[config.mk]
export PLATFORM = sky130hd
export DESIGN_NAME = vga_pixel2num
export DESIGN_NICKNAME = d
export VERILOG_FILES = /design/src/rtl/vga_pixel2num.sv
export SDC_FILE = /design/constraint.sdc
export NUM_CORES = 1
export LEC_CHECK = 0
export CAP_MARGIN = 20
export CORE_MARGIN = 4
export CORE_UTILIZATION = 55
export DETAILED_ROUTE_END_ITERATION = 8
export DONT_BUFFER_PORTS = 1
export HOLD_SLACK_MARGIN = 0.02
export MAX_ROUTING_LAYER = met4
export PLACE_DENSITY = 0.72
export RECOVER_POWER = 25
export SLEW_MARGIN = 10
export SYNTH_ARGS = -nofsm -noshare
export SYNTH_HDL_FRONTEND = slang
export SYNTH_SLANG_ARGS = --single-unit
[constraint.sdc]
create_clock -name clk -period 3.3 [get_ports clk]
set_clock_uncertainty 0.2 [all_clocks]
set_input_delay 0.66 -clock clk [delete_from_list [all_inputs] [get_ports clk]]
set_output_delay 0.66 -clock clk [all_outputs]
set_load 0.01 [all_outputs]
[src/rtl/vga_pixel2num.sv]
// Frame-level digit recogniser. It samples nine segment points of one digit box
// per frame and decodes the lit pattern back to the digit code, colour and max flag.
module vga_pixel2num #(
  parameter int unsigned X0        = 100,
  parameter int unsigned Y0        = 100,
  parameter int unsigned W         = 40,
  parameter int unsigned H         = 80,
  parameter logic [11:0] MAX_COLOR = 12'hfe8
) (
  input  logic        clk,
  input  logic        rst_n,
  input  logic        frame_start,
  input  logic        pix_valid,
  input  logic [9:0]  h_cnt,
  input  logic [9:0]  v_cnt,
  input  logic [11:0] pixel,
  input  logic [11:0] bg,
  output logic [3:0]  num,
  output logic        num_valid,
  output logic [8:0]  seg_map,
  output logic [11:0] fg_color,
  output logic        max,
  output logic        err
);

  typedef enum logic [1:0] {IDLE, COLLECT, DECODE} state_e;

  localparam logic [9:0] XL  = 10'(X0);
  localparam logic [9:0] XM  = 10'(X0 + W / 2);
  localparam logic [9:0] XR  = 10'(X0 + W);
  localparam logic [9:0] YT  = 10'(Y0);
  localparam logic [9:0] YQ1 = 10'(Y0 + H / 4);
  localparam logic [9:0] YM  = 10'(Y0 + H / 2);
  localparam logic [9:0] YQ3 = 10'(Y0 + (3 * H) / 4);
  localparam logic [9:0] YB  = 10'(Y0 + H);

  state_e      state_q;

  // Live per-frame accumulation
  logic [8:0]  lit_q, lit_d;
  logic [8:0]  mask_q, mask_d;
  logic        mix_q, mix_d;
  logic [11:0] fg_cap_q, fg_cap_d;
  logic        fg_vld_q, fg_vld_d;

  // Snapshot of the finished frame, consumed in DECODE
  logic [8:0]  snap_lit_q;
  logic [8:0]  snap_mask_q;
  logic        snap_mix_q;
  logic [11:0] snap_fg_q;

  logic [3:0]  num_q;
  logic        num_valid_q;
  logic [8:0]  seg_map_q;
  logic [11:0] fg_color_q;
  logic        max_q;
  logic        err_q;

  logic [8:0]  hit;
  logic        lit_now;
  logic        clr;
  logic        smp;
  logic [4:0]  dec;
  logic        dec_err;
  logic [3:0]  dec_num;
  logic        dec_max;

  always_comb begin
    hit = '0;
    if (pix_valid) begin
      hit[0] = (h_cnt == XM) && (v_cnt == YT);
      hit[1] = (h_cnt == XR) && (v_cnt == YQ1);
      hit[2] = (h_cnt == XR) && (v_cnt == YQ3);
      hit[3] = (h_cnt == XM) && (v_cnt == YB);
      hit[4] = (h_cnt == XL) && (v_cnt == YQ3);
      hit[5] = (h_cnt == XL) && (v_cnt == YQ1);
      hit[6] = (h_cnt == XM) && (v_cnt == YM);
      hit[7] = (h_cnt == XL) && (v_cnt == YM);
      hit[8] = (h_cnt == XR) && (v_cnt == YM);
    end
  end

  assign lit_now = (pixel != bg);
  // The clear is applied before the sample so a hit coincident with frame_start
  // lands in the new frame.
  assign clr     = frame_start && ((state_q == IDLE) || (state_q == COLLECT));
  assign smp     = (state_q != IDLE) || frame_start;

  always_comb begin
    lit_d    = lit_q;
    mask_d   = mask_q;
    mix_d    = mix_q;
    fg_cap_d = fg_cap_q;
    fg_vld_d = fg_vld_q;
    if (clr) begin
      lit_d    = '0;
      mask_d   = '0;
      mix_d    = 1'b0;
      fg_cap_d = '0;
      fg_vld_d = 1'b0;
    end
    if (smp && (hit != '0)) begin
      mask_d = mask_d | hit;
      lit_d  = lit_now ? (lit_d | hit) : (lit_d & ~hit);
      if (lit_now) begin
        if (!fg_vld_d) begin
          fg_cap_d = pixel;
          fg_vld_d = 1'b1;
        end else if (pixel != fg_cap_d) begin
          mix_d = 1'b1;
        end
      end
    end
  end

  // Bit 4 flags a pattern present in the table; low nibble is the digit code.
  function automatic logic [4:0] decode_seg(input logic [8:0] p);
    case (p)
      9'h1BF:  return {1'b1, 4'd0};
      9'h106:  return {1'b1, 4'd1};
      9'h1DB:  return {1'b1, 4'd2};
      9'h1CF:  return {1'b1, 4'd3};
      9'h1E6:  return {1'b1, 4'd4};
      9'h1ED:  return {1'b1, 4'd5};
      9'h1FD:  return {1'b1, 4'd6};
      9'h107:  return {1'b1, 4'd7};
      9'h1FF:  return {1'b1, 4'd8};
      9'h1E7:  return {1'b1, 4'd9};
      9'h1C0:  return {1'b1, 4'd10};
      9'h000:  return {1'b1, 4'd11};
      default: return {1'b0, 4'hF};
    endcase
  endfunction

  always_comb begin
    dec     = decode_seg(snap_lit_q);
    dec_err = !dec[4] || (snap_mask_q != 9'h1FF) || snap_mix_q;
    dec_num = dec_err ? 4'hF : dec[3:0];
    dec_max = !dec_err && (snap_lit_q != '0) && (snap_fg_q == MAX_COLOR);
  end

  always_ff @(posedge clk or negedge rst_n) begin
    if (!rst_n) begin
      state_q     <= IDLE;
      lit_q       <= '0;
      mask_q      <= '0;
      mix_q       <= 1'b0;
      fg_cap_q    <= '0;
      fg_vld_q    <= 1'b0;
      snap_lit_q  <= '0;
      snap_mask_q <= '0;
      snap_mix_q  <= 1'b0;
      snap_fg_q   <= '0;
      num_q       <= 4'd11;
      num_valid_q <= 1'b0;
      seg_map_q   <= '0;
      fg_color_q  <= '0;
      max_q       <= 1'b0;
      err_q       <= 1'b0;
    end else begin
      lit_q       <= lit_d;
      mask_q      <= mask_d;
      mix_q       <= mix_d;
      fg_cap_q    <= fg_cap_d;
      fg_vld_q    <= fg_vld_d;
      num_valid_q <= 1'b0;
      case (state_q)
        IDLE: begin
          if (frame_start) state_q <= COLLECT;
        end
        COLLECT: begin
          if (frame_start) begin
            snap_lit_q  <= lit_q;
            snap_mask_q <= mask_q;
            snap_mix_q  <= mix_q;
            snap_fg_q   <= fg_cap_q;
            state_q     <= DECODE;
          end
        end
        DECODE: begin
          num_q       <= dec_num;
          seg_map_q   <= snap_lit_q;
          fg_color_q  <= snap_fg_q;
          max_q       <= dec_max;
          err_q       <= dec_err;
          num_valid_q <= 1'b1;
          state_q     <= COLLECT;
        end
        default: state_q <= IDLE;
      endcase
    end
  end

  assign num       = num_q;
  assign num_valid = num_valid_q;
  assign seg_map   = seg_map_q;
  assign fg_color  = fg_color_q;
  assign max       = max_q;
  assign err       = err_q;

endmodule

==> results of run 1 <==
[cells in the mapped netlist (5+ instances only)]
| library cell | n |
|---|---|
| nand2_1 | 95 |
| dfrtp_1 | 90 |
| mux2_2 | 31 |
| nor2_1 | 25 |
| xnor2_1 | 19 |
| clkbuf_1 | 14 |
| a22o_1 | 13 |
| nor3_1 | 11 |
| mux2i_1 | 9 |
| a31oi_1 | 8 |
| nand3_1 | 8 |
| a21oi_1 | 7 |
| nor4bb_1 | 7 |
| nand4_1 | 6 |
| nor4_1 | 6 |
| o21ai_0 | 6 |
| a21o_1 | 5 |
| buf_1 | 5 |
| nand2b_1 | 5 |
[kinds of logic after synthesis]
group / after synthesis
XOR/XNOR: 19
flip-flops: 93
buffers and inverters: 23
AND/OR/NAND/NOR: 190
AO/OA/AOI/OAI: 60
multiplexers: 40
[cell type report]
cell class,instances,share of cell area [%]
Clock buffer,10,2.71
Multi-Input combinational cell,309,42.2
Sequential cell,93,49.5
Tap cell,102,2.71
Timing Repair Buffer,8,1.22
Clock inverter,6,1.49
Inverter,2,0.160
[metrics by stage]
stage	total power [W]	utilization [%]	cells
finish	0.00219	60.6	530
global route	0.00229	60.6	530
CTS	0.00222	60.9	530
detailed placement	0.00144	58.0	513
global placement	0.00144	58.0	513
floorplan	0.00139	-	425
[flip-flops by register name, summed over array words and instances (netlist names), 9 cells and up]
name / flops
snap_fg_q: 12
snap_lit_q: 9
fg_color: 12
seg_map: 9
snap_mask_q: 9
fg_cap_q: 12
mask_q: 9
lit_q: 9
[how the worst max path moves through the flow]
| stage | end | slack [ns] | from |
|---|---|---|---|
| floorplan | fg_cap_q[0] | 0.53 | h_cnt[1] |
| global placement | fg_cap_q[10] | 0.41 | h_cnt[1] |
| detailed placement | fg_cap_q[3] | 0.39 | h_cnt[1] |
| CTS | fg_cap_q[3] | 0.75 | h_cnt[1] |
| global route | fg_cap_q[8] | 0.38 | rst_n |
| finish | fg_cap_q[3] | 0.71 | h_cnt[1] |
[what timing repair did]
action,in CTS,in global routing
hold buffers,1,0
endpoints found under the hold margin,93,0
buffers inserted,0,0
[power by group]
group	leakage (nW)	switching (W)	internal [W]
clock network	0.101	0.000396	0.000357
registers	1.28	0.0000203	0.00116
logic	0.825	0.000166	0.0000912
[layer usage]
metal	wire, um	part of all wire [%]	vias up
met3	539	6.1	10
met2	3960	45	96
met1	4270	48	1541
li1	-	-	1515
met5	0	0	-
met4	121	1.4	0
[worst max-delay path: cells and delay by family]
kind / cells / cell delay (ns)
simple gates: 2 / 0.80
compound gates: 4 / 1.16
==> flow_summary_export.csv, run 1 <==
group,metric,value,unit
global_routing,antenna_found_initial,0,
min_path,hp-start,"pixel[0]",
timing,hold_ws,0.238,ns
clocking,cts_resized,0,
clocking,cts_root_buffer,"clkbuf_8",
worst_setup_path,cp-end-kind,"register",
clocking,cts_tree,"built",
global_routing,global_route.usage.met3,5.53,%
worst_setup_path,worstRegToRegCells,6,
timing,finalSetupViolCount,0,
logic_synthesis,synth.mux.area_fraction,9.95,%
cells_and_area,multi_input_area,1980,sq um
logic_synthesis,synthSimpleGateAreaFrac,21.2,%
cells_and_area,stdcell_area,4700,sq um
worst_setup_path,critPathMaxStageDelay,0.53,ns
timing,slew_headroom,-46.8,%
logic_synthesis,synth-compound-area-share,10.0,%
worst_setup_path,timing.rr.start,"snap_lit_q[6]",
logic_synthesis,yosysWarnings,0,
logic_synthesis,ys.flop_type,"dfrtp_1",
routing,wl,8.89,mm
routing,dr.pass1.iters,4,
placed_design,numPortBuffers,0,
global_routing,grt_pass1_wl,14.9,mm
worst_setup_path,start_kind,"primary input",
timing,fin_crit,2.59,ns
placed_design,routabilityCongestion,0.894,
cells_and_area,fillers,655,
floorplan,core_region_area,7770,sq um
logic_synthesis,synthDominantCellAreaShare,51.0,%
logic_synthesis,synth_xor_area_share,3.77,%
logic_synthesis,synth_top_family_by_area,"simple AND/OR/NAND/NOR gates",
min_path,min_to,"fg_cap_q[0]",
power,power_density,465,nW/um^2
logic_synthesis,synth_fp_nets,473,
placed_design,dpl.hpwl,6.32,mm
clocking,clk_latency,0.35,ns
global_routing,overflow,0,
placed_design,pre_cts_slack,0.387,ns
logic_synthesis,synth_area,4410,sq um
power,ir_worst_vdd,0.296,mV
worst_setup_path,cp_cell_sequence,"or4_4 -> nor3b_1 -> o2111ai_1 -> a211o_1 -> o21a_1 -> a22o_1",
clocking,cts_inserted_buffers,9,
cells_and_area,mostFrequentLayoutCells,"nand2_1 (95), dfrtp_1 (90), mux2_2 (31), nor2_1 (25), xnor2_1 (19)",
clocking,clk_pin_slew_worst_paths,0.08,ns
timing,fin_crit_sh,78.6,%
floorplan,num_rows,32,
floorplan,die_w,97.6,um
min_path,timing.hold.worst.class,"in -> reg",
logic_synthesis,ys_seq_area_share,52.8,%
worst_setup_path,critical_path_class,"in -> reg",
routing,wl_per_cell,16.8,um
cells_and_area,nets,471,
outcome,violations,"capacitance limit, slew limit",
min_path,worstHoldPathCells,1,
logic_synthesis,synth_edf_count,0,
worst_setup_path,cp_slowest_cell,"or4_4",
logic_synthesis,synth.area.top_cells,"dfrtp_1 (51%), nand2_1 (8.1%), mux2_2 (7.9%)",
routing,num_vias,3162,
logic_synthesis,yosysTopAreaCell,"dfrtp_1",
worst_setup_path,worst-r2r-setup-slack,0.72,ns
routing,drt_iter0_drc,134,
global_routing,gr-usage-met1,27.3,%
placed_design,placedInstanceArea,4500,sq um
timing,layout_setup_ws,0.708,ns
clocking,h-tree-depth,3,
power,leakagePower,2.20,nW
timing,slew_violations,94,
global_routing,grt_pass1_vias,3050,
cells_and_area,area_delta_synth_final,6.64,%
worst_setup_path,cp.required,3.34,ns
logic_synthesis,synth_adder_area_share,0,%
timing,tightest_slew,2.20,ns
global_routing,use_met2,27.7,%
routing,via_per_inst,5.97,
timing,finalHoldViolations,0,
logic_synthesis,synth_area_per_cell,10.4,sq um
run,cap_viol_max_count,1,
floorplan,die_h,97.6,um
routing,drc,0,
cells_and_area,final_common_cell,"nand2_1",
floorplan,pin_count,76,
global_routing,grt.busiest_layer,"met2",
worst_setup_path,arrival,2.63,ns
clocking,clk_path_buf_depth,2,
cells_and_area,drive_gt1_share,14.7,%
global_routing,grt_use_total,19.6,%
floorplan,start_util,56.8,%
cells_and_area,num_antenna_cells,0,
timing,fin_tns_setup,0,ns
worst_setup_path,critPathMaxFanout,12,
worst_setup_path,timing.rr.end,"max",
timing,fmax,0.386,GHz
routing,antenna_left,0,
clocking,clkSinkCount,93,
outcome,status,"finished with violations",
cells_and_area,seqCellArea,2330,sq um
logic_synthesis,synthCells,425,
logic_synthesis,ys_types,50,
floorplan,dieArea,9520,sq um
logic_synthesis,async_flop_share,100,%
logic_synthesis,yosys_register_bits,93,
timing,rsz0062_at_grt,"no",
global_routing,grt_max_degree,94,
Note: power is estimated with default switching activity, not from simulation.
==> inputs of run 2 (changes only) <==
--- a/config.mk
+++ b/config.mk
@@ -5,6 +5,7 @@
 export SDC_FILE = /design/constraint.sdc
 export NUM_CORES = 1
 export LEC_CHECK = 0
+export ABC_AREA = 1
 export CAP_MARGIN = 20
 export CORE_MARGIN = 4
 export CORE_UTILIZATION = 55
==> constraint.sdc (replaced) <==
create_clock -name clk -period 2.65 [get_ports clk]
set_clock_uncertainty 0.2 [all_clocks]
set_input_delay 0.53 -clock clk [delete_from_list [all_inputs] [get_ports clk]]
set_output_delay 0.53 -clock clk [all_outputs]
set_load 0.01 [all_outputs]
==> run 2 against run 1 <==
Against the previous run: clock power rose by 42%; die area increased by 12%; worst hold slack worse by 0.58 ns; via count increased by 29%; power increased by 49%; count of clock-buffer cells in the layout unchanged; sequential share of layout area is 5.7 points lower; critical endpoint is now fg_cap_q[6]; synthesized area rose by 13%; cell count rose by 47%; the run ends with hold timing left.
==> flow_summary_export.csv, run 2 <==
group,metric,value,unit
outcome,status,"finished with violations",
outcome,violations,"hold timing",
power,power_density,614,nW/um^2
global_routing,grt_pass1_vias,3716,
logic_synthesis,async_flop_share,100,%
run,cap_viol_max_count,0,
logic_synthesis,synth.area.top_cells,"dfrtp_1 (45%), nand2_1 (15%), o21ai_0 (7.5%)",
clocking,clk_path_buf_depth,2,
timing,tightest_slew,0.624,ns
power,power,0.00326,W
routing,drt-met1-wl,4.81,mm
routing,wl_per_cell,13.3,um
routing,dr_wl_met2,4.69,mm
placed_design,placedCellCount,762,
routing,dr.pass1.iters,4,
floorplan,core_region_area,8760,sq um
logic_synthesis,ys_seq_area_share,46.7,%
clocking,clkSinkCount,93,
placed_design,numPortBuffers,0,
worst_setup_path,worstRegToRegCells,6,
global_routing,antenna_found_initial,0,
routing,wl_met3,702,um
logic_synthesis,synth_common_cells,"nand2_1 (199), dfrtp_1 (90), inv_1 (83), o21ai_0 (75), nor2_1 (53)",
power,ir_worst_vdd,0.442,mV
min_path,timing.hold.worst.class,"in -> async",
worst_setup_path,cp_cell_sequence,"inv_1 -> nand2_2 -> nand2_1 -> o21ai_0 -> nand4_1 -> nand2_1",
timing,fin_crit_sh,77.2,%
worst_setup_path,critPathMaxFanout,25,
logic_synthesis,synth_area_per_cell,7.48,sq um
clocking,cts_inserted_buffers,9,
placed_design,placedInstanceArea,5080,sq um
placed_design,dpl.hpwl,7.64,mm
routing,drc,0,
cells_and_area,fillers,818,
routing,num_vias,4093,
logic_synthesis,yosysMostFrequentCell,"nand2_1",
routing,routed.top_layer,"met4",
worst_setup_path,crit_top_cell,"nand2_1",
power,leakagePower,2.64,nW
worst_setup_path,critical_path_class,"reg -> reg",
logic_synthesis,synthCells,668,
global_routing,overflow,0,
cells_and_area,area_delta_synth_final,6.34,%
floorplan,die_h,103,um
floorplan,pin_count,76,
cells_and_area,num_antenna_cells,0,
logic_synthesis,ys_types,28,
logic_synthesis,yosysTopAreaCell,"dfrtp_1",
logic_synthesis,yosysWarnings,0,
floorplan,num_rows,34,
clocking,clk_latency,0.35,ns
logic_synthesis,synth_fp_nets,716,
timing,fmax,0.489,GHz
clocking,cts_tree,"built",
logic_synthesis,synthDominantCellAreaShare,45.1,%
timing,finalHoldViolations,93,
worst_setup_path,start_kind,"register",
clocking,cts_root_buffer,"clkbuf_8",
global_routing,grt_max_degree,94,
logic_synthesis,yosys_register_bits,93,
cells_and_area,final_common_cell,"nand2_1",
logic_synthesis,ys.flop_type,"dfrtp_1",
timing,fin_tns_setup,0,ns
routing,antenna_left,0,
timing,hold_ws,-0.338,ns
cells_and_area,stdcell_area,5310,sq um
floorplan,dieArea,10700,sq um
floorplan,start_util,57.0,%
floorplan,die_w,103,um
logic_synthesis,synth_edf_count,0,
clocking,clk_pin_slew_worst_paths,0.10,ns
cells_and_area,stdcell_count,778,
cells_and_area,mostFrequentLayoutCells,"nand2_1 (199), dfrtp_1 (90), inv_1 (83), o21ai_0 (75), nor2_1 (53)",
global_routing,grt_use_total,21.1,%
global_routing,grt_pass1_wl,17.5,mm
cells_and_area,drive_gt1_share,10.4,%
timing,slew_headroom,58.1,%
routing,drt_iter0_drc,233,
worst_setup_path,cp.required,2.75,ns
worst_setup_path,critPathMaxStageDelay,0.47,ns
worst_setup_path,arrival,2.14,ns
clocking,h-tree-depth,3,
timing,slew_violations,0,
cells_and_area,nets,713,
timing,rsz0062_at_grt,"no",
worst_setup_path,cp-end-kind,"register",
logic_synthesis,synth_area,4990,sq um
timing,fin_crit,2.04,ns
worst_setup_path,cp_slowest_cell,"nand2_1",
routing,via_per_inst,5.26,
placed_design,routabilityCongestion,0.910,
timing,finalSetupViolCount,0,
routing,wl,10.3,mm
clocking,cts_resized,0,
run 2: worst paths after layout:
path | from | end | slack [ns]
setup / recovery | state_q[1] | fg_cap_q[6] | 0.61
hold / removal | rst_n | num_valid | -0.34
setup reg to reg | state_q[1] | fg_cap_q[6] | 0.61
hold reg to reg | lit_q[2] | snap_lit_q[2] | 0.29
max in group asynchronous | rst_n | num[0] | 2.41
min in group clk | frame_start | state_q[0] | 0.18
run 2: layout make-up:
| type | instances | area, sq um | area share [%] |
|---|---|---|---|
| timing repair buffer | 9 | 67.6 | 1.27 |
| clock buffer | 10 | 138 | 2.59 |
| multi-input combinational | 462 | 2210 | 41.6 |
| inverter | 90 | 338 | 6.36 |
| sequential | 93 | 2330 | 43.9 |
| clock inverter | 6 | 91.3 | 1.72 |
| tap | 108 | 135 | 2.54 |
run 2: per-layer routing:
metal	vias up	GRT usage [%]
met5	-	-
met4	0	6.87
met3	10	3.96
met2	132	30.2
met1	1849	30.2
li1	2102	-
run 2: kinds of logic (layout without fill, tap and decap cells):
group / after synthesis / count (layout) / share of synthesized area (%)
simple gates: 369 / 369 / 33.9
buf+inv: 113 / 115 / 9.07
flops: 93 / 93 / 46.7
compound gates: 79 / 79 / 7.92
xor+xnor: 14 / 14 / 2.46
run 2: metrics by stage:
step           setup slack (ns)  util (%)
2_1_floorplan             0.779         -
3_3_place_gp              0.569      58.0
3_5_place_dp              0.487      58.0
4_1_cts                   0.614      60.6
5_1_grt                   0.458      60.6
6_report                  0.605      60.6
run 2: repair_timing:
action | CTS | global route
endpoints found under the setup margin | 0 | 0
buffers inserted | 0 | 0
endpoints found under the hold margin | 93 | 93
run 2: critical path, delay by kind of cell (launching register included):
kind | cells | cell delay (ns)
simple gates | 4 | 1.03
flops | 1 | 0.38
compound gates | 1 | 0.31
buf+inv | 1 | 0.07
run 2: report_power, final:
part | switching [W] | leakage [nW] | internal [W] | total (W)
Clock | 0.000500 | 0.118 | 0.000566 | 0.00107
Sequential | 0.000174 | 1.27 | 0.00158 | 0.00175
Combinational | 0.000308 | 1.25 | 0.000138 | 0.000446
Total | 0.000981 | 2.64 | 0.00228 | 0.00326
